===== src/rtl/pad_poll_scheduler.sv =====
// Polls the two-player pad word every div+1 vblank rises, debounces it and keeps sticky press/release edges.
// STATE lands 3 clocks after the vblank rise is registered; rdata is 1 clock after the strobe; no backpressure, a rise outside IDLE is dropped.
module pad_poll_scheduler #(
    parameter int DEBOUNCE = 2,
    parameter int FRAME_W  = 16
) (
    input  logic        clk,
    input  logic        reset_n,
    input  logic        vblank,
    input  logic [31:0] pad_raw,
    input  logic        addr_match,
    input  logic        read_stb,
    input  logic        write_stb,
    input  logic [2:0]  addr,
    input  logic [31:0] wdata,
    output logic [31:0] rdata,
    output logic        irq
);

    typedef enum logic [1:0] {
        IDLE    = 2'd0,
        SAMPLE  = 2'd1,
        COMPARE = 2'd2,
        UPDATE  = 2'd3
    } fsm_t;

    localparam logic [FRAME_W-1:0] POLL_ONE = {{(FRAME_W-1){1'b0}}, 1'b1};

    fsm_t               fsm;
    logic               vblank_q;
    logic [31:0]        hist [DEBOUNCE];
    logic [31:0]        new_state;
    logic [31:0]        state;
    logic [31:0]        pressed;
    logic [31:0]        released;
    logic [FRAME_W-1:0] pollcnt;
    logic [3:0]         divcnt;
    logic               ctrl_en;
    logic               ctrl_irq_en;
    logic [3:0]         ctrl_div;

    logic               vb_rise;
    logic               rd_en;
    logic               wr_en;
    logic [31:0]        clr_pressed;
    logic [31:0]        clr_released;
    logic [31:0]        set_pressed;
    logic [31:0]        set_released;
    logic [31:0]        stable1;
    logic [31:0]        stable0;
    logic [31:0]        stable_state;
    logic [31:0]        ctrl_word;
    logic [31:0]        pollcnt_ext;
    logic [31:0]        rd_mux;

    assign vb_rise     = vblank & ~vblank_q;
    // A simultaneous write suppresses the read, including its read-to-clear side effect.
    assign rd_en       = addr_match & read_stb & ~write_stb;
    assign wr_en       = addr_match & write_stb;
    assign ctrl_word   = {24'h0, ctrl_div, 2'b00, ctrl_irq_en, ctrl_en};
    assign pollcnt_ext = 32'(pollcnt);

    always_comb begin
        stable1 = '1;
        stable0 = '1;
        for (int i = 0; i < DEBOUNCE; i++) begin
            stable1 = stable1 & hist[i];
            stable0 = stable0 & ~hist[i];
        end
        stable_state = stable1 | (state & ~stable0);
    end

    always_comb begin
        clr_pressed  = '0;
        clr_released = '0;
        if (rd_en && addr == 3'd1) clr_pressed = '1;
        else if (wr_en && addr == 3'd1) clr_pressed = wdata;
        if (rd_en && addr == 3'd2) clr_released = '1;
        else if (wr_en && addr == 3'd2) clr_released = wdata;
        set_pressed  = '0;
        set_released = '0;
        if (fsm == UPDATE) begin
            set_pressed  = new_state & ~state;
            set_released = ~new_state & state;
        end
    end

    always_comb begin
        rd_mux = '0;
        case (addr)
            3'd0:    rd_mux = state;
            3'd1:    rd_mux = pressed;
            3'd2:    rd_mux = released;
            3'd3:    rd_mux = ctrl_word;
            3'd4:    rd_mux = pollcnt_ext;
            default: rd_mux = '0;
        endcase
    end

    always_ff @(posedge clk or negedge reset_n) begin
        if (!reset_n) begin
            fsm         <= IDLE;
            vblank_q    <= 1'b0;
            for (int i = 0; i < DEBOUNCE; i++) hist[i] <= '0;
            new_state   <= '0;
            state       <= '0;
            pressed     <= '0;
            released    <= '0;
            pollcnt     <= '0;
            divcnt      <= '0;
            ctrl_en     <= 1'b1;
            ctrl_irq_en <= 1'b0;
            ctrl_div    <= '0;
            rdata       <= '0;
            irq         <= 1'b0;
        end else begin
            vblank_q <= vblank;
            rdata    <= rd_en ? rd_mux : '0;
            irq      <= ctrl_irq_en & ((|pressed) | (|released));
            // Set wins over a same-cycle clear so a fresh edge is never lost.
            pressed  <= (pressed & ~clr_pressed) | set_pressed;
            released <= (released & ~clr_released) | set_released;

            case (fsm)
                IDLE: begin
                    if (vb_rise && ctrl_en) begin
                        if (divcnt == ctrl_div) begin
                            divcnt <= '0;
                            fsm    <= SAMPLE;
                        end else begin
                            divcnt <= divcnt + 4'd1;
                        end
                    end
                end
                SAMPLE: begin
                    hist[0] <= pad_raw;
                    for (int i = 1; i < DEBOUNCE; i++) hist[i] <= hist[i-1];
                    fsm <= COMPARE;
                end
                COMPARE: begin
                    new_state <= stable_state;
                    fsm       <= UPDATE;
                end
                UPDATE: begin
                    state   <= new_state;
                    pollcnt <= pollcnt + POLL_ONE;
                    fsm     <= IDLE;
                end
                default: fsm <= IDLE;
            endcase

            if (wr_en && addr == 3'd3) begin
                ctrl_en     <= wdata[0];
                ctrl_irq_en <= wdata[1];
                ctrl_div    <= wdata[7:4];
                divcnt      <= '0;
            end
        end
    end

endmodule


===== config.mk =====
export PLATFORM = sky130hd
export DESIGN_NAME = pad_poll_scheduler
export DESIGN_NICKNAME = d
export VERILOG_FILES = /design/src/rtl/pad_poll_scheduler.sv
export SDC_FILE = /design/constraint.sdc
export NUM_CORES = 1
export LEC_CHECK = 0
export CORE_ASPECT_RATIO = 1.1
export CORE_MARGIN = 3
export CORE_UTILIZATION = 40
export CTS_BUF_LIST = sky130_fd_sc_hd__clkbuf_16
export DETAILED_ROUTE_END_ITERATION = 10
export GPL_ROUTABILITY_DRIVEN = 0
export SLEW_MARGIN = 10
export SYNTH_ARGS = -nofsm -noshare
export SYNTH_HDL_FRONTEND = slang
export SYNTH_SLANG_ARGS = --single-unit

===== constraint.sdc =====
create_clock -name clk -period 2 [get_ports clk]
set_input_delay 0.2 -clock clk [delete_from_list [all_inputs] [get_ports clk]]
set_output_delay 0.2 -clock clk [all_outputs]
set_load 0.02 [all_outputs]

==> run metrics, run 1 <==
Mapped Nets=1,081; reg2reg end=irq; final setup fails=0; routed length per placed instance=around 18 um; Row Count=between 60 and 70; antenna violations before repair=2; area share of and/or/nand/nor cells after synthesis=approximately an eighth; post-synthesis compound-gate area fraction=10.8%; clk_skew=10.3 ps; first-pass GRT wire length=44,900 um; die height=183 um; H-tree depth=1; DR vias=8,085; final period utilization=90.9%; measured slew at the worst slew-check pin=554 ps; outcome=completed; Post-synth EDFFs=0; slowest CP cell=nor4_1; via-per-instance ratio=5.37; Async S/R FF share, synth=100%; worst setup path category=flop to flop; total negative slack=0 ps; syn avg cell area=11.3 um2; number of global-route vias before repair=between 7,000 and 8,000; relative slew slack=62.8%; P&R area growth vs syn=22.8%; Setup Fix Bufs, Post-CTS=0; clock sinks=254; Reg power frac=46.2%; combinational family with the most area after synthesis=simple AND/OR/NAND/NOR gates; Die X=around 170 um; delay-heaviest family, CP=simple AND/OR/NAND/NOR gates; Pwr Density=1380 mW/mm2; Pwr Total=19,300 uW; Peak VDD IR=~0.85 mV; Yosys warnings=0; WHS Endpoint=rdata[2]; GRT Residual Overflow=0; Hold Crit Start=addr[1]; post-DP HPWL=18,900 um; Adder-Cell Fraction of Synth Area=3.48%; R2R cell count=4; WHS Path Cells=3; reg2reg start=released[27]; Die ar.=0.0304 mm2; total I/O pin count=106; clock slew at reported path FFs=about 60 ps; layout cells sized above 1=17.5%; Required @ worst endpoint=2420 ps; Yosys reg bits=254; Port Buffers=between 100 and 150; crit path time final=between 1500 and 2000 ps; Max Fclk=around 550 MHz; initial drt markers=499; largest net degree at the start of global routing=slightly above 100; Resized Gates After CTS=0; CTS tree=done; Slew Limit Fails=0; GRT Util Overall=18.1%; XOR/XNOR Fraction of Synth Area=approximately 1.5%; switching part of the total=31.4%; MaxCap Viol Count=0; multiplexer share of the synthesized area=approximately 12%; slowest stage delay, CP=540 ps; leading cell types in the layout, fill and taps excluded=dfrtp_1, nand2_1, mux2_2, clkdlybuf4s50_1, nor2_1; Reg2Reg Setup Slack=about 180 ps; Logic pwr share=26.9%; commonest non-fill, non-tap cell in the layout=dfrtp_1; P_sw=6050 uW; root buf cell=clkbuf_16; CP Buf/Inv Count=1; sequential area share after synthesis=a little under three fifths; Routed Antenna Nets=0; Leak=0.00588 uW; Worst Hold Class=input pin to flop; clock power share=approximately 27%; cts bufs inserted=29; CP Capture Type=flop; nets=1,198; Syn Inst Count=1,002; Power Internal=~13,000 uW; Synth Cell Area=0.0114 mm2; Total Wirelength=27,600 um; Core Box Area=about 0.028 mm2; drt pass-1 iters=5; Hold Fails Final Rpt=0; Startpoint Class=flop; Clock Latency Late Sink=550 ps; placed cell area=~0.013 mm2; DRC Markers=0; RSZ-0062 raised after global routing=false; clk buf depth=3; critical path arrival=2240 ps; Final Cell Area=0.0139 mm2; crit-path cells=nor4_1 -> buf_4 -> nand4_1 -> o41a_1; Netlist cell types=44; initial core utilization=40.7%; worst-path maximum fanout=3; final core utilization=50.0%; Top FF cell, synth=dfrtp_1
timing repair:
action / CTS / global route
hold buffers: 1 / 0
setup endpoints to repair: 0 / 0
endpoints found under the hold margin: 107 / 0
stage by stage:
stage	hold slack [ps]	setup WS [ps]	instances
final	88.6	182	1506
after global routing	74.6	7.64	1506
after CTS	60.0	119	1505
after detailed placement	178	100	1450
after global placement	179	128	1450
after floorplan	-95.6	367	1002
metal layers:
layer  vias to the layer above  GRT usage [%]  share of wire [%]  routed length, um
li1                       3778              -                  -                  -
met1                      4082           25.6                 46              12600
met2                       173           29.2                 47              13000
met3                        50           3.08                4.5               1260
met4                         2           4.88                2.7                748
met5                         -              0              0.043                 12
state kept, by name, indices dropped and copies added, names as in the netlist:
name	count
ctrl_div	4
ctrl_en	1
ctrl_irq_en	1
divcnt	4
fsm	2
hist	64
irq	1
new_state	32
pollcnt	16
pressed	32
rdata	32
released	32
state	32
vblank_q	1
final cells by class:
cell class              instances  area, um2
repair buffers                142       1440
clock buffers                  29        726
multi-input cells             658       4610
well taps                     363        454
clock inverters                25        220
diodes                          1       2.50
inverters                      34        128
fillers                      2549      13900
flip-flops and latches        254       6360
logic make-up (layout without fill, tap and decap cells):
kind of cell             Yosys count  count (layout)
adder cells (fa/ha/maj)           38              38
AO/OA/AOI/OAI                    167             167
XOR/XNOR                          19              19
multiplexers                     123             123
AND/OR/NAND/NOR                  311             311
flip-flops                       254             254
buffers and inverters             90             230
other                              0               1
worst max path at each step:
stage	slack, ps	cells after the start	start	endpoint
CTS	120	4	released[27]	irq
floorplan	370	5	fsm[0]	new_state[10]
global route	8	4	released[27]	irq
finish	180	4	released[27]	irq
global placement	130	5	write_stb	pressed[30]
detailed placement	100	5	write_stb	pressed[30]
cells in the mapped netlist (all sizes together), types with 17 or more instances:
master	number	area share (%)
nand3	19	0.84
a32o	32	2.8
clkbuf	24	0.79
a31o	32	2.5
mux2	107	11
o21ai	35	1.5
buf	32	1.7
a21oi	29	1.3
dfrtp	253	56
inv	34	1.1
nor2b	34	1.9
nor2	78	2.6
maj3	32	2.8
nor4	17	0.94
nand2	135	4.5
a22oi	22	1.5
worst register-to-register path, stage by stage (launching register included):
cell and delay (ps):
dfrtp_1 410, nor4_1 540, buf_4 200, nand4_1 150
o41a_1 390
power groups by stage:
stage / logic [uW] / clock network (uW) / registers, uW
after floorplan: 4060 / 0 / 8370
after global placement: 5110 / 0 / 8920
after detailed placement: 5260 / 0 / 8980
after CTS: 5290 / 5320 / 8910
after global routing: 5790 / 5530 / 9200
final: 5190 / 5180 / 8910
Power figures use the tool's default switching activity.
==> run 2, diff against run 1 <==
CORE_MARGIN = unset   (was 3)
clock period = 2.1 ns   (was 2 ns; I/O delays follow)
==> run metrics, run 2 (synthesis results as in run 1) <==
worst-path maximum fanout=3; reg2reg end=irq; CP Capture Type=flop; Final Non-Filler Cells=1,505; Total Wirelength=about 27,000 um; final period utilization=between 80% and 90%; pre-CTS worst setup slack=175 ps; slowest stage delay, CP=490 ps; Max Fclk=between 500 and 600 MHz; setup slack after layout=373 ps; clock sinks=254; critical path arrival=2120 ps; Worst path depth=3; Hold Fails Final Rpt=0; measured slew at the worst slew-check pin=607 ps; outcome=completed; Cells after DPL=1,451; routed length per placed instance=18.2 um; Core Box Area=approximately 0.028 mm2; number of global-route vias before repair=7,996; Reg2Reg Setup Slack=about 370 ps; slowest CP cell=nor4_1; die height=179 um; antenna violations before repair=1; P_sw=5660 uW; delay-heaviest family, CP=simple AND/OR/NAND/NOR gates; Worst Hold Class=input pin to asynchronous set/reset pin; GRT Residual Overflow=0; first-pass GRT wire length=roughly 45,000 um; Slew Limit Fails=0; Leak=0.00586 uW; Power Internal=approximately 12,000 uW; Required @ worst endpoint=2490 ps; Port Buffers=105; GRT Util Overall=19.5%; root buf cell=clkbuf_16; Pwr Total=18,100 uW; CTS tree=done; Startpoint Class=flop; clk buf depth=3; clock slew at reported path FFs=50 ps; DRC Markers=0; relative slew slack=approximately three fifths; Logic pwr share=27.3%; Resized Gates After CTS=0; cts bufs inserted=29; clk_skew=5.88 ps; Top reg by flops=hist; Peak VDD IR=roughly 0.64 mV; initial drt markers=417; RSZ-0062 raised after global routing=false; Pwr Density=1310 mW/mm2; R2R cell count=3; max reg flops=64; leading cell types in the layout, fill and taps excluded=dfrtp_1, nand2_1, mux2_2, clkdlybuf4s50_1, nor2_1; crit path time final=about 1700 ps; Setup Fix Bufs, Post-CTS=0; MaxCap Viol Count=0; placed cell area=0.0130 mm2; Final Cell Area=0.0138 mm2; CP Buf/Inv Count=0; crit-path cells=nor4_1 -> nand4_1 -> o41a_1; DR vias=7,979; via-per-instance ratio=5.30; Die ar.=0.0291 mm2; layout cells sized above 1=16.9%; nets=1,199; clock power share=approximately 26%; commonest non-fill, non-tap cell in the layout=dfrtp_1; initial core utilization=roughly two fifths; total negative slack=0 ps; switching part of the total=31.3%; post-DP HPWL=approximately 19,000 um; Routed Antenna Nets=0; final setup fails=0; P&R area growth vs syn=21.9%; Die X=163 um; worst setup path category=flop to flop; H-tree depth=1; reg2reg start=released[3]; Reg power frac=46.9%; total I/O pin count=106; Clock Latency Late Sink=530 ps; Row Count=between 60 and 70; drt pass-1 iters=5; largest net degree at the start of global routing=69
==> run 2: cell types whose count changed in the layout (fill, tap and decap cells not counted), sizes merged <==
cell | previous run | this run
clkinv | 14 | 13
bufinv | 3 | 2
buf | 39 | 40
clkinvlp | 2 | 0
inv | 40 | 42
==> run 2: area by class of cell <==
type	count	area [um2]
diodes	1	2.50
clock buffers	29	726
clock inverters	23	143
fillers	2546	14000
inverters	34	128
multi-input cells	658	4610
flip-flops and latches	254	6360
well taps	363	454
repair buffers	143	1420
==> run 2: routing by layer <==
| layer | track usage, % | vias up | wire, um |
|---|---|---|---|
| met2 | 32.7 | 170 | 13000 |
| met4 | 4.52 | 0 | 461 |
| met1 | 26.8 | 4009 | 12700 |
| met5 | 0 | - | 0 |
| li1 | - | 3765 | - |
| met3 | 2.57 | 35 | 1160 |
==> run 2: power groups by stage <==
stage	Sequential, uW	Clock, uW	Combinational [uW]
final	8490	4650	4940
after global routing	8770	4950	5510
after CTS	8490	4770	5040
after detailed placement	8560	0	5010
after global placement	8500	0	4860
after floorplan	7970	0	3860
==> run 2: worst reg2reg max path, stage by stage, from the launching register on <==
cell and delay (ps):
dfrtp_1 430, nor4_1 490, nand4_1 190, o41a_1 480
==> run 2: per-stage QoR <==
stage / hold WS [ps] / utilization [%]
finish: 208 / 49.7
global route: 218 / 49.7
CTS: 190 / 49.7
detailed placement: 185 / 46.5
global placement: 184 / 46.5
floorplan: -85.6 / -
==> run 2: how the worst max path moves through the flow <==
| stage | startpoint | to | slack, ps |
|---|---|---|---|
| global route | fsm[0] | pressed[13] | 260 |
| floorplan | fsm[0] | new_state[10] | 470 |
| global placement | write_stb | pressed[30] | 210 |
| finish | released[3] | irq | 370 |
| detailed placement | write_stb | pressed[30] | 170 |
| CTS | released[27] | irq | 340 |
==> run 2: repair_timing <==
item                                   in CTS  in global routing
setup endpoints to repair                   0                  0
endpoints found under the hold margin      52                  0
hold buffers                                1                  0
